[src/rtl/csr_timer_bank.sv]
// rtl/csr_timer_bank.sv - multi-channel CSR constant timer bank with sticky overrun flags
// Shared prescaler is built only when TIMER_PRESCALE_EN is defined.
module csr_timer_bank #(
  parameter int          NUM_TIMERS   = 2,
  parameter int          CNT_WIDTH    = 32,
  parameter logic [13:0] CSR_BASE     = 14'h040,
  parameter int          PRESCALE_DIV = 4
) (
  input  logic                  clk,
  input  logic                  reset,
  input  logic [13:0]           csr_num,
  input  logic                  csr_re,
  output logic [31:0]           csr_rvalue,
  input  logic                  csr_we,
  input  logic [31:0]           csr_wmask,
  input  logic [31:0]           csr_wvalue,
  input  logic                  cnt_halt,
  output logic [NUM_TIMERS-1:0] timer_int,
  output logic                  timer_int_any
);
  localparam logic [CNT_WIDTH-1:0] CNT_ONES = {CNT_WIDTH{1'b1}};
  localparam logic [13:0]          WIN_SIZE = 14'(8 * NUM_TIMERS);

  logic [13:0] offset;
  logic        in_window;
  logic [2:0]  chan_sel;
  logic [2:0]  reg_sel;
  logic        tick;
  logic [31:0] rd_word [NUM_TIMERS];

  // Addresses below the base wrap to large offsets and fall outside the window.
  assign offset    = csr_num - CSR_BASE;
  assign chan_sel  = offset[5:3];
  assign reg_sel   = offset[2:0];
  assign in_window = (offset < WIN_SIZE) && (reg_sel < 3'd3);

`ifdef TIMER_PRESCALE_EN
  localparam int PRE_W = (PRESCALE_DIV > 1) ? $clog2(PRESCALE_DIV) : 1;
  logic [PRE_W-1:0] pre_q;

  assign tick = (pre_q == PRE_W'(PRESCALE_DIV - 1));

  always_ff @(posedge clk or posedge reset) begin
    if (reset) begin
      pre_q <= '0;
    end else if (!cnt_halt) begin
      pre_q <= tick ? '0 : pre_q + PRE_W'(1);
    end
  end
`else
  assign tick = 1'b1;
`endif

  for (genvar n = 0; n < NUM_TIMERS; n++) begin : g_chan
    logic                 hit;
    logic                 wr_cfg;
    logic                 clr_sts;
    logic                 clr_ovf;
    logic                 run;
    logic                 fire;
    logic [CNT_WIDTH-1:0] cfg_q;
    logic [CNT_WIDTH-1:0] cfg_merged;
    logic [CNT_WIDTH-1:0] cnt_q;
    logic [CNT_WIDTH-1:0] cnt_d;
    logic                 sts_q;
    logic                 ovf_q;

    assign hit        = csr_we && in_window && (chan_sel == 3'(n));
    assign wr_cfg     = hit && (reg_sel == 3'd0);
    assign clr_sts    = hit && (reg_sel == 3'd2) && csr_wmask[0] && csr_wvalue[0];
    assign clr_ovf    = hit && (reg_sel == 3'd2) && csr_wmask[1] && csr_wvalue[1];
    assign cfg_merged = (csr_wmask[CNT_WIDTH-1:0] & csr_wvalue[CNT_WIDTH-1:0]) |
                        (~csr_wmask[CNT_WIDTH-1:0] & cfg_q);

    // A config write owns its edge: it reloads (EN=1) or freezes (EN=0), never counts.
    assign run  = !wr_cfg && cfg_q[0] && tick && !cnt_halt;
    assign fire = run && (cnt_q == '0);

    always_comb begin
      cnt_d = cnt_q;
      if (wr_cfg && cfg_merged[0]) begin
        cnt_d = {cfg_merged[CNT_WIDTH-1:2], 2'b00};
      end else if (run && (cnt_q != CNT_ONES)) begin
        if ((cnt_q == '0) && cfg_q[1]) begin
          cnt_d = {cfg_q[CNT_WIDTH-1:2], 2'b00};
        end else begin
          cnt_d = cnt_q - CNT_WIDTH'(1);
        end
      end
    end

    always_ff @(posedge clk or posedge reset) begin
      if (reset) begin
        cfg_q <= '0;
        cnt_q <= CNT_ONES;
        sts_q <= 1'b0;
        ovf_q <= 1'b0;
      end else begin
        if (wr_cfg) begin
          cfg_q <= cfg_merged;
        end
        cnt_q <= cnt_d;
        // A fire landing on the same edge as a TICLR clear keeps the flag set.
        if (fire) begin
          sts_q <= 1'b1;
        end else if (clr_sts) begin
          sts_q <= 1'b0;
        end
        if (fire && sts_q) begin
          ovf_q <= 1'b1;
        end else if (clr_ovf) begin
          ovf_q <= 1'b0;
        end
      end
    end

    assign timer_int[n] = sts_q;
    assign rd_word[n]   = (reg_sel == 3'd0) ? 32'(cfg_q) :
                          (reg_sel == 3'd1) ? 32'(cnt_q) :
                                              {30'b0, ovf_q, 1'b0};
  end

  always_comb begin
    csr_rvalue = '0;
    if (csr_re && in_window) begin
      for (int n = 0; n < NUM_TIMERS; n++) begin
        if (chan_sel == 3'(n)) begin
          csr_rvalue = rd_word[n];
        end
      end
    end
  end

  assign timer_int_any = |timer_int;

endmodule

[config.mk]
export PLATFORM = sky130hd
export DESIGN_NAME = csr_timer_bank
export DESIGN_NICKNAME = d
export VERILOG_FILES = /design/src/rtl/csr_timer_bank.sv
export SDC_FILE = /design/constraint.sdc
export NUM_CORES = 1
export LEC_CHECK = 0
export BUFFER_PORTS_ARGS = -buffer_cell sky130_fd_sc_hd__buf_2
export CORE_AREA = 4 4 138 140
export CTS_CLUSTER_DIAMETER = 30
export DETAILED_ROUTE_END_ITERATION = 12
export DIE_AREA = 0 0 142 144
export PLACE_DENSITY = 0.78
export RECOVER_POWER = 100
export SYNTH_ARGS = -nofsm -noshare
export SYNTH_HDL_FRONTEND = slang
export SYNTH_SLANG_ARGS = --single-unit
[constraint.sdc]
create_clock -name clk -period 4.1 [get_ports clk]
set_input_delay 0.82 -clock clk [delete_from_list [all_inputs] [get_ports clk]]
set_output_delay 0.82 -clock clk [all_outputs]
set_load 0.03 [all_outputs]
# Word-level counts from Yosys, hierarchy flattened

Cells that the tools add are included.

Logic and storage cells: 90
Register bits: 132
Output and inout port bits: 35

Bitwise operators: 6
Add/subtract/negate cells: 3
Mux-type cells: 21
Reduce and logical (&&, ||, !) cells: 45
$lt $le $gt $ge: 2
Equality and inequality tests: 5

Operators by type and width:

| kind                    | count |
|---|---|
| $mux W32                | 13 |
| $and A32 B32 Y32        | 3 |
| $logic_not A32 Y1       | 2 |
| $ne A32 B32 Y1 const B  | 2 |
| $or A32 B32 Y32         | 2 |
| $sub A32 B1 Y32 const B | 2 |
| $not A32 Y32            | 1 |
| $logic_and A1 B1 Y1     | 31 |
| $lt A14 B5 Y1 const B   | 1 |
| $sub A14 B7 Y14 const B | 1 |
| $reduce_bool A2 Y1      | 6 |
| $mux W1                 | 8 |
| $eq A3 B1 Y1 const B    | 2 |
| $logic_not A3 Y1        | 2 |
| $eq A3 B2 Y1 const B    | 1 |
| $logic_not A1 Y1        | 3 |
| $lt A3 B2 Y1 const B    | 1 |
| $reduce_or A2 Y1        | 1 |

# Longest topological paths before layout

Word-level depth: 12
Gate-level depth with buffers: 9
Depth with buffers taken out: 8

# Worst setup path before layout

OpenSTA, ideal clock, no wires.

Path type: in2out
From: in csr_num[0]
To: out csr_rvalue[30]
Data required time: 3.280 ns
Data arrival time: 2.655 ns
Stages on the path: 5
Path slack: 0.625 ns
Path buffers: 2
Cell sequence: clkbuf_1 > clkbuf_1 > mux2i_1 > o22a_1 > nor4_1

Longest elaborated chain between the ends: 7
Elaborated cells on any way between the ends: 16

RTL lines:

| item                                                                  | line | source |
|---|---|---|
| start: declaration                                                    | 11   | `input logic [13:0] csr_num,` |
| $sub A14 B7 Y14 *                                                     | 32   | `assign offset = csr_num - CSR_BASE;` |
| parallel branches: the longest is 5 deep, another holds $lt A14 B5 Y1 | -    |  |
| $mux W32 *                                                            | 125  | `if (csr_re && in_window) begin` |
| end: declaration                                                      | 13   | `output logic [31:0] csr_rvalue,` |

Mark *: on every way between the ends.

# Worst setup path after layout

From: in csr_num[4]
To: out csr_rvalue[19]

Longest elaborated chain between the ends: 5
Elaborated cells on any way between the ends: 9

RTL lines:

| item                                              | line |
|---|---|
| $sub A14 B7 Y14 *                                 | 32 |
| $lt A14 B5 Y1 or $logic_not A3 Y1 (tied branches) | 35, 127 |
| $logic_and A1 B1 Y1 or $mux W32 (tied branches)   | 35, 127 |
| $logic_and A1 B1 Y1 or $mux W32 (tied branches)   | 125, 127 |
| $mux W32 *                                        | 125 |

Every way passes the cells marked *; elsewhere a longest branch is shown, timed or not.

==> summary.txt <==
Placed design
  – GP Congestion: 0.9654
  – Post-Place Worst Slack: 0.6590 ns
  – Post-DP HPWL: 23.54 mm
  – Placed Area: 10380 um^2
  – Port bufs: 117
  – DP Cell Count: 1396

Clock tree
  – Clock Latency Late Sink: 0.43 ns
  – Resized cells post-CTS: 0
  – Root Driver: clkbuf_16
  – Max Buffers Root-to-Sink: 2
  – Hold-fix buffers, CTS: 0
  – Clk sinks: 132
  – H-tree levels: 4
  – Reg clk slew, reported paths: 0.06 ns
  – Post-CTS setup buffers: 0
  – CTS tree: done
  – Total CTS buffers: 17

Cells and area
  – Nets: 1273
  – Filler cells: 1551
  – Inserted Diodes: 0
  – Area grow syn2layout: 14.71%
  – Fin area: 10920 um^2
  – Layout cell share with drive strength beyond 1: 0.2846
  – Final Non-Filler Cells: 1427

Drt
  – DRC viols: 0
  – WL/cell: 22.63 um
  – DRT Wirelength: 32.29 mm
  – Vias: 9493
  – Initial DRC count: 1441
  – TritonRoute pass-1 iters: 5
  – Via/cell ratio: 6.652
  – Post-route ant nets: 0

Timing
  – Slew margin rel.: -0.4057
  – Pins Over Slew Limit: 44
  – FMAX: 260.9 MHz
  – Worst slew pin tran: 2.097 ns
  – Layout Skew: 0.006991 ns
  – Fin crit share: 0.9350
  – Hold violation count in the final report: 0
  – Tmin final: 3.834 ns
  – RSZ-0062 raised after global routing: false
  – Final worst slack: 0.2664 ns
  – Post-Route Setup TNS: 0 ns
  – Count of final setup violators: 0

Synthesis
  – Main flop type after synthesis: dfrtp_1
  – Synth Area per Inst: 8.708 um^2
  – Post-synth top area share: 0.1788
  – Largest cells by area after synthesis: dfrtp_1 (18%), dfstp_2 (18%), mux2_2 (13%)
  – Synthesized cell area: 9518 um^2
  – Syn Nets: 1180
  – Async S/R FF share, synth: 1.000
  – Post-synth EDFFs: 0
  – Synth cell count leaders: nand2_1 (115), mux2_2 (114), a21oi_1 (108)
  – Count leader, synth: nand2_1
  – Warnings, synthesis: 0
  – Unique masters post-synth: 66
  – Register area share after synthesis: 0.3555
  – Synth area leader: dfrtp_1
  – Synth Register Bits: 132
  – Post-Syn Instances: 1093

Die
  – Starting Density: 0.5335
  – Die width: 142 um
  – # IOs: 118
  – Die Area: 20450 um^2
  – Core area: 17840 um^2
  – Site row count: 49
  – Overall die height: 144 um

Setup path
  – Reg2reg setup slack: 0.40 ns
  – Setup crit start kind: input pin
  – Most used cell, CP: buf_2
  – CP max-delay cell: clkbuf_1
  – CP peak stage delay: 0.61 ns
  – Critical Path Fanout Max: 20
  – CP Capture Type: output pin
  – CP Data Arrival Time: 3.01 ns
  – Critical Path RT: 3.28 ns
  – Crit Path Category: input pin to output pin
  – Crit path cell chain: buf_2 -> nor2_1 -> nand2_1 -> clkbuf_1 -> a21oi_1 -> nor3_1 -> buf_2

Job
  – Maximum Capacitance Violations: 1

Global route
  – First-pass GRT wire length: 49.93 mm
  – Congestion Overflow GR: 0
  – All-layer global routing usage: 0.3138
  – Number of global-route vias before repair: 8883
  – Largest net degree at the start of global routing: 62
  – Antenna violations before repair: 0

Status
  – Failing checks: capacitance limit, slew limit
  – Status: finished with violations

Pwr
  – Pleak: 0.004754 uW
  – IR drop worst, VDD: 0.2998 mV
  – Power Total: 3309 uW
  – Power Dens Cells: 303.1 nW/um^2

Min path
  – Hold WC Path Type: register to register
metrics by stage:
step,utilization,hold slack (ns)
finish,0.6120,0.5171
global route,0.6120,0.5507
CTS,0.6180,0.5171
detailed placement,0.5818,0.5083
global placement,0.5818,0.5006
floorplan,-,0.4732
power by group:
group          internal, uW  switching (uW)  total (uW)  leakage (uW)
combinational           102             182         284       0.00285
clock                  1090             619        1710      0.000312
sequential             1310            4.30        1310       0.00159
total                  2500             806        3310       0.00475
cells by family (layout without fill, tap and decap cells):
group	after synthesis	after routing	share of synthesized area
compound gates	285	285	0.1742
xor+xnor	33	33	0.03037
fa+ha+maj	4	4	0.005259
buf+inv	93	198	0.03839
flops	132	132	0.3555
mux	169	169	0.1940
simple gates	377	377	0.2023
worst max-delay path, delay by kind of cell:
| kind | cells | cell delay, ns |
|---|---|---|
| AND/OR/NAND/NOR | 3 | 1.09 |
| buffers and inverters | 3 | 0.99 |
| AO/OA/AOI/OAI | 1 | 0.10 |
sequential cells by signal, summed over array words and instances (netlist names), named ones only:
register and count:
g_chan.sts_q 2, g_chan.ovf_q 2, g_chan.cnt_q 64, g_chan.cfg_q 62
cells in the final DEF (no fill, tap or decap), drive strengths merged, types with 27 or more instances in the layout:
| master | count |
|---|---|
| nand2 | 115 |
| buf | 108 |
| dfrtp | 68 |
| dfstp | 64 |
| mux2 | 114 |
| o21ai | 93 |
| nand3 | 27 |
| clkbuf | 56 |
| nor3 | 61 |
| mux2i | 54 |
| nor2 | 60 |
| a21oi | 108 |
final cells by class:
cell class	instances	area [um^2]	share of cell area
Multi-Input combinational cell	868	5767	0.5282
Tap cell	229	286.5	0.02624
Sequential cell	132	3383	0.3099
Clock inverter	13	206.4	0.01891
Clock buffer	18	439.2	0.04022
Timing Repair Buffer	146	755.7	0.06922
Inverter	21	80.08	0.007334
worst paths after layout:
check,start,to,cells after the start
worst min-delay path,g_chan[1].cnt_q[0],g_chan[1].cnt_q[0],2
worst max-delay path,csr_num[4],csr_rvalue[19],7
worst min register to register,g_chan[1].cnt_q[0],g_chan[1].cnt_q[0],2
min in group asynchronous,reset,g_chan[0].cfg_q[25],2
worst max register to register,g_chan[0].cnt_q[0],g_chan[0].cnt_q[23],9
max in group asynchronous,reset,g_chan[1].cfg_q[4],3
routing by layer:
metal | up-vias | GRT usage | wire (um) | share of wire
met5 | - | 0 | 0 | 0
met1 | 4547 | 0.4448 | 13020 | 0.40
met3 | 76 | 0.07374 | 3828 | 0.12
li1 | 4244 | - | - | -
met4 | 0 | 0.08788 | 846 | 0.026
met2 | 626 | 0.4835 | 14600 | 0.45
Note: power is estimated with default switching activity, not from simulation.
